## config.mk

```make
export PLATFORM = sky130hd
export DESIGN_NAME = timer_axil_ctrl
export DESIGN_NICKNAME = d
export VERILOG_FILES = /design/src/rtl/timer_axil_ctrl.sv
export SDC_FILE = /design/constraint.sdc
export NUM_CORES = 1
export LEC_CHECK = 0
export ABC_CLOCK_PERIOD_IN_PS = 1970
export CORE_MARGIN = 2
export CORE_UTILIZATION = 41
export DETAILED_ROUTE_END_ITERATION = 7
export PLACE_DENSITY_LB_ADDON = 0.15
export SLEW_MARGIN = 30
export SYNTH_ARGS = -nofsm -noshare
export SYNTH_HDL_FRONTEND = slang
export SYNTH_SLANG_ARGS = --single-unit
```

## constraint.sdc

```tcl
create_clock -name clk -period 1.97 [get_ports clk]
set_clock_uncertainty 0.05 [all_clocks]
set_input_delay 0.197 -clock clk [delete_from_list [all_inputs] [get_ports clk]]
set_output_delay 0.197 -clock clk [all_outputs]
set_load 0.05 [all_outputs]
```

## src/rtl/timer_axil_ctrl.sv

```systemverilog
// AXI4-Lite register block for the 32-bit timer core: CTRL/LOAD/COUNT/STATUS.
// Latency: write handshake -> pulse and bvalid next cycle; read handshake -> rvalid next cycle.
// Backpressure: one outstanding write and one outstanding read; a channel stalls until its response is taken.
module timer_axil_ctrl #(
  parameter int unsigned ADDR_W   = 4,
  parameter logic [31:0] LOAD_RST = 32'h0000_0000
) (
  input  logic              clk,
  input  logic              rstn,
  // write address / data / response
  input  logic [ADDR_W-1:0] s_awaddr,
  input  logic              s_awvalid,
  output logic              s_awready,
  input  logic [31:0]       s_wdata,
  input  logic [3:0]        s_wstrb,
  input  logic              s_wvalid,
  output logic              s_wready,
  output logic [1:0]        s_bresp,
  output logic              s_bvalid,
  input  logic              s_bready,
  // read address / data
  input  logic [ADDR_W-1:0] s_araddr,
  input  logic              s_arvalid,
  output logic              s_arready,
  output logic [31:0]       s_rdata,
  output logic [1:0]        s_rresp,
  output logic              s_rvalid,
  input  logic              s_rready,
  // timer core side
  output logic              tmr_start,
  output logic              tmr_stop,
  output logic              tmr_irq_clear,
  output logic [31:0]       tmr_load_val,
  input  logic [31:0]       tmr_cur_count,
  input  logic              tmr_irq,
  output logic              irq_o
);

  localparam logic [1:0] SEL_CTRL   = 2'd0;
  localparam logic [1:0] SEL_LOAD   = 2'd1;
  localparam logic [1:0] SEL_COUNT  = 2'd2;
  localparam logic [1:0] SEL_STATUS = 2'd3;

  localparam logic [1:0] RESP_OKAY   = 2'b00;
  localparam logic [1:0] RESP_SLVERR = 2'b10;

  typedef enum logic {W_IDLE, W_RESP} w_state_e;
  typedef enum logic {R_IDLE, R_DATA} r_state_e;

  w_state_e    w_state_q;
  r_state_e    r_state_q;

  logic        bvalid_q;
  logic [1:0]  bresp_q;
  logic        start_q;
  logic        stop_q;
  logic        irq_clear_q;
  logic        run_q;
  logic        irq_en_q;
  logic [31:0] load_q;
  logic [31:0] load_d;

  logic        arready_q;
  logic        rvalid_q;
  logic [31:0] rdata_q;
  logic [1:0]  rresp_q;
  logic [31:0] rd_dat_d;

  logic [1:0]  wr_sel;
  logic [1:0]  rd_sel;
  logic        wr_fire;
  logic        rd_fire;
  logic        ctrl_wr_en;
  logic        stat_wr_en;

  // Only bits [3:2] select a register; the rest of each address is don't-care.
  logic        unused_addr;
  assign unused_addr = ^{s_awaddr, s_araddr};

  assign wr_sel = s_awaddr[3:2];
  assign rd_sel = s_araddr[3:2];

  // AW and W are taken together on one edge, never one without the other.
  assign wr_fire    = (w_state_q == W_IDLE) && s_awvalid && s_wvalid;
  assign rd_fire    = (r_state_q == R_IDLE) && arready_q && s_arvalid;
  assign ctrl_wr_en = wr_fire && (wr_sel == SEL_CTRL) && s_wstrb[0];
  assign stat_wr_en = wr_fire && (wr_sel == SEL_STATUS) && s_wstrb[0];

  assign s_awready = wr_fire;
  assign s_wready  = wr_fire;
  assign s_bvalid  = bvalid_q;
  assign s_bresp   = bresp_q;

  assign s_arready = arready_q;
  assign s_rvalid  = rvalid_q;
  assign s_rdata   = rdata_q;
  assign s_rresp   = rresp_q;

  assign tmr_start     = start_q;
  assign tmr_stop      = stop_q;
  assign tmr_irq_clear = irq_clear_q;
  assign tmr_load_val  = load_q;
  assign irq_o         = tmr_irq & irq_en_q;

  // LOAD next value: byte-lane merge of the write data under wstrb.
  always_comb begin
    load_d = load_q;
    if (wr_fire && (wr_sel == SEL_LOAD)) begin
      for (int b = 0; b < 4; b++) begin
        if (s_wstrb[b]) begin
          load_d[8*b +: 8] = s_wdata[8*b +: 8];
        end
      end
    end
  end

  // Read data source, sampled from current register state so a same-edge write is not visible.
  always_comb begin
    rd_dat_d = 32'h0;
    case (rd_sel)
      SEL_CTRL:   rd_dat_d = {29'h0, irq_en_q, run_q, 1'b0};
      SEL_LOAD:   rd_dat_d = load_q;
      SEL_COUNT:  rd_dat_d = tmr_cur_count;
      SEL_STATUS: rd_dat_d = {31'h0, tmr_irq};
      default:    rd_dat_d = 32'h0;
    endcase
  end

  // Write FSM: register update, one-cycle core pulses, and the write response.
  always_ff @(posedge clk or negedge rstn) begin
    if (!rstn) begin
      w_state_q   <= W_IDLE;
      bvalid_q    <= 1'b0;
      bresp_q     <= RESP_OKAY;
      start_q     <= 1'b0;
      stop_q      <= 1'b0;
      irq_clear_q <= 1'b0;
      run_q       <= 1'b0;
      irq_en_q    <= 1'b0;
      load_q      <= LOAD_RST;
    end else begin
      start_q     <= 1'b0;
      stop_q      <= 1'b0;
      irq_clear_q <= 1'b0;
      load_q      <= load_d;
      case (w_state_q)
        W_IDLE: begin
          if (wr_fire) begin
            bvalid_q  <= 1'b1;
            bresp_q   <= (wr_sel == SEL_COUNT) ? RESP_SLVERR : RESP_OKAY;
            w_state_q <= W_RESP;
          end
          if (ctrl_wr_en) begin
            irq_en_q <= s_wdata[2];
            // STOP wins when both command bits are set in one write.
            if (s_wdata[1]) begin
              stop_q <= 1'b1;
              run_q  <= 1'b0;
            end else if (s_wdata[0]) begin
              start_q <= 1'b1;
              run_q   <= 1'b1;
            end
          end
          if (stat_wr_en && s_wdata[0]) begin
            irq_clear_q <= 1'b1;
          end
        end
        W_RESP: begin
          if (s_bready) begin
            bvalid_q  <= 1'b0;
            w_state_q <= W_IDLE;
          end
        end
        default: w_state_q <= W_IDLE;
      endcase
    end
  end

  // Read FSM: capture data on the AR handshake and hold it until the master takes it.
  always_ff @(posedge clk or negedge rstn) begin
    if (!rstn) begin
      r_state_q <= R_IDLE;
      arready_q <= 1'b0;
      rvalid_q  <= 1'b0;
      rdata_q   <= 32'h0;
      rresp_q   <= RESP_OKAY;
    end else begin
      case (r_state_q)
        R_IDLE: begin
          if (rd_fire) begin
            rdata_q   <= rd_dat_d;
            rresp_q   <= RESP_OKAY;
            rvalid_q  <= 1'b1;
            arready_q <= 1'b0;
            r_state_q <= R_DATA;
          end else begin
            arready_q <= 1'b1;
          end
        end
        R_DATA: begin
          if (s_rready) begin
            rvalid_q  <= 1'b0;
            arready_q <= 1'b1;
            r_state_q <= R_IDLE;
          end
        end
        default: r_state_q <= R_IDLE;
      endcase
    end
  end

endmodule
```

==> summary.txt <==
STA
  – Sum Neg Setup Slack: 0 ps
  – Period utilization: 93.0%
  – Setup-failing EPs final: 0
  – Worst-margin pin slew: 593 ps
  – Slew Limit Fails: 0
  – Relative slew slack: 60.3%
  – Achievable Freq: 546 MHz
  – RSZ-0062 raised after global routing: no
  – Min Hold Slack: 282 ps
  – Final hold violation count: 0
  – Min Clock Period, post-route: 1830 ps

Logic synthesis
  – Synth Area in Compound Gates: 9.53%
  – Post-synthesis sequential area ratio: 56.5%
  – Syn avg cell area: 12.5 um^2
  – Simple-Gate Fraction of Synth Area: 12.5%
  – Post-synthesis register bit count: 75
  – Yosys warns: 0
  – Synth Area in Adders: 0%
  – Post-Synth XOR/XNOR Area: 0%
  – Syn Inst Count: 266
  – Mapped Area: 3320 um^2
  – Post-synth cell types: 25
  – Combinational family with the most area after synthesis: multiplexers
  – Mux contribution to synthesized area: 15.7%

Critical path
  – Max incr delay on CP: 840 ps
  – Register-to-Register Path Depth: 3
  – Critical Path Start Type: register
  – CP cell instances: clkdlybuf4s50_1
  – Required @ worst endpoint: 1720 ps
  – Reg-to-reg slack, setup: 400 ps
  – Crit. End Element: output port
  – CP Buf/Inv Count: 1
  – Crit Path Class: register to output port
  – Reg-to-Reg Start: w_state_q$_DFF_PN0_
  – Delay-heaviest family, CP: buffers and inverters
  – Crit path DAT: 1580 ps
  – Slowest-stage cell, CP: clkdlybuf4s50_1
  – Crit-path max FO: 4
  – Reg-to-Reg End: tmr_load_val[28]$_DFFE_PN0P_

CTS
  – Clk Tree Root Cell: clkbuf_8
  – Post-CTS Setup Bufs: 0
  – Clk sink count: 75
  – Maximum root-to-sink buffer count: 2
  – CTS tree: yes
  – Reg clk slew, reported paths: 80 ps
  – CTS buffer count: 9
  – PostCTS Resize Cnt: 0
  – Worst skew pair latency: 340 ps
  – # H-tree levels: 3

Placement
  – Placed cells: 511
  – DP Area: 4930 um^2
  – DPL Wire Length: 6.36 mm
  – GPL Wtd Cong: 0.749
  – IO buf count: 153

GRT
  – GR Overflow Total: 0
  – First-pass GRT wire length: 13.8 mm
  – Vias in the first global route: 2,797
  – Largest net degree at the start of global routing: 43
  – GR Util All Layers: 20.7%
  – Antenna violations before repair: 0

Floorplan
  – Io pins: 161
  – DIE HEIGHT: 94.0 um
  – FP Rows: 32
  – DIE WIDTH: 94.0 um
  – Starting density of the core: 42.8%
  – Die ar.: 8840 um^2
  – Placeable Area: 7770 um^2

Power
  – Switching share of total power: 45.1%
  – VDD IR max: 0.836 mV
  – Register share of total power: 30.7%
  – PD cells: 1550 nW/um^2
  – Internal power: 4.38 mW
  – Clock Power Share: 16.5%
  – Part of the power in combinational logic: 52.8%
  – Pleak: 2.22 nW
  – Switching pwr: 3.60 mW

Routing
  – Drt pass-1 iters: 4
  – Wl on met1: 3.74 mm
  – DR WL met3: 558 um
  – Routed wire length: 8.80 mm
  – Wire per inst: 16.7 um
  – Initial DRC Count: 51
  – Drc violations: 0
  – ANT nets after route: 0
  – Via density: 5.10
  – Wire length on met2: 4.35 mm
  – Top sig layer: met4
  – Via count: 2,692

Finish
  – Final Instance Area: 5160 um^2
  – Reg area: 1880 um^2
  – Finished Layout Cells: 528
  – Most frequent cells in the layout: 149 x clkdlybuf4s50_1, 75 x dfrtp_1, 64 x nor2_1
  – Commonest non-fill, non-tap cell in the layout: clkdlybuf4s50_1
  – Ant. Diodes: 0
  – Layout Nets: 505
  – Multi-input logic area: 1270 um^2
  – Fillers: 639
  – Area growth syn-to-layout: 55.4%
  – Layout cells sized above 1: 16.7%

Worst hold path
  – Worst hold path type: input port to asynchronous set/reset pin

Run status
  – Status: complete, no violations

Run
  – Max Cap Viol: 0
[per-stage QoR]
stage	setup slack [ps]	power, mW	utilization, %
2_1_floorplan	416	5.16	-
3_3_place_gp	128	6.64	63.5
3_5_place_dp	109	6.72	63.5
4_1_cts	122	8.05	66.4
5_1_grt	101	8.37	66.4
6_report	139	7.98	66.4
[worst max-delay path by stage]
stage / from / end / slack (ps) / cells after the start
finish: s_arready$_DFFE_PN0P_ / s_arready / 140 / 1
global route: tmr_load_val[5]$_DFFE_PN0P_ / tmr_load_val[5] / 100 / 1
CTS: s_arready$_DFFE_PN0P_ / s_arready / 120 / 1
detailed placement: s_awaddr[3] / tmr_load_val[31]$_DFFE_PN0P_ / 110 / 4
global placement: s_awaddr[3] / tmr_load_val[29]$_DFFE_PN0P_ / 130 / 4
floorplan: s_arready$_DFFE_PN0P_ / s_rdata[13]$_DFFE_PN0P_ / 420 / 4
[power groups by stage]
stage	clock [mW]	sequential (mW)	combinational [mW]
global placement	0	2.45	4.19
finish	1.31	2.45	4.21
detailed placement	0	2.48	4.24
CTS	1.35	2.45	4.25
floorplan	0	4.31	0.851
global route	1.41	2.52	4.43
[registers in the layout, indices dropped and copies added, names as in the netlist]
signal	count
s_rdata	32
tmr_load_val	32
irq_en_q	1
r_state_q	1
run_q	1
s_arready	1
s_bresp	1
s_bvalid	1
s_rvalid	1
tmr_irq_clear	1
tmr_start	1
tmr_stop	1
w_state_q	1
[cell families (layout without fill, tap and decap cells)]
family | Yosys count | count (layout)
flip-flops | 75 | 75
AND/OR/NAND/NOR | 89 | 89
multiplexers | 36 | 36
AO/OA/AOI/OAI | 40 | 40
buffers and inverters | 25 | 183
other | 1 | 3
[synth_stat cells, drive strengths merged]
cell type / number / area share (%)
dfrtp: 75 / 57
nor2: 64 / 7.2
mux2: 34 / 15
a221oi: 30 / 7.9
buf: 17 / 4.7
nand2: 8 / 0.90
a21oi: 6 / 0.90
and3: 5 / 1.6
clkbuf: 4 / 0.45
inv: 4 / 0.45
o21ai: 3 / 0.45
and2: 2 / 0.38
and3b: 2 / 0.53
mux2i: 2 / 0.60
nand3b: 2 / 0.45
nor2b: 2 / 0.38
or2: 2 / 0.38
a41oi: 1 / 0.26
and4bb: 1 / 0.49
conb: 1 / 0.11
nand4: 1 / 0.19
[area by class of cell]
type	count	share of cell area (%)
Clock inverter	4	1.43
Timing Repair Buffer	163	32.0
Sequential cell	75	36.4
Clock buffer	12	2.81
Multi-Input combinational cell	168	24.6
Tap cell	102	2.47
Inverter	4	0.291
[what timing repair did]
action	in CTS	in global routing
setup endpoints to repair	0	0
endpoints found under the hold margin	33	0
hold buffers	1	0
[routing by layer]
metal  up-vias  track usage [%]
met4         0             8.82
met2       104             34.5
met5         -                0
met1      1332             25.4
li1       1242                -
met3        14             5.38
Note: power is estimated with default switching activity, not from simulation.
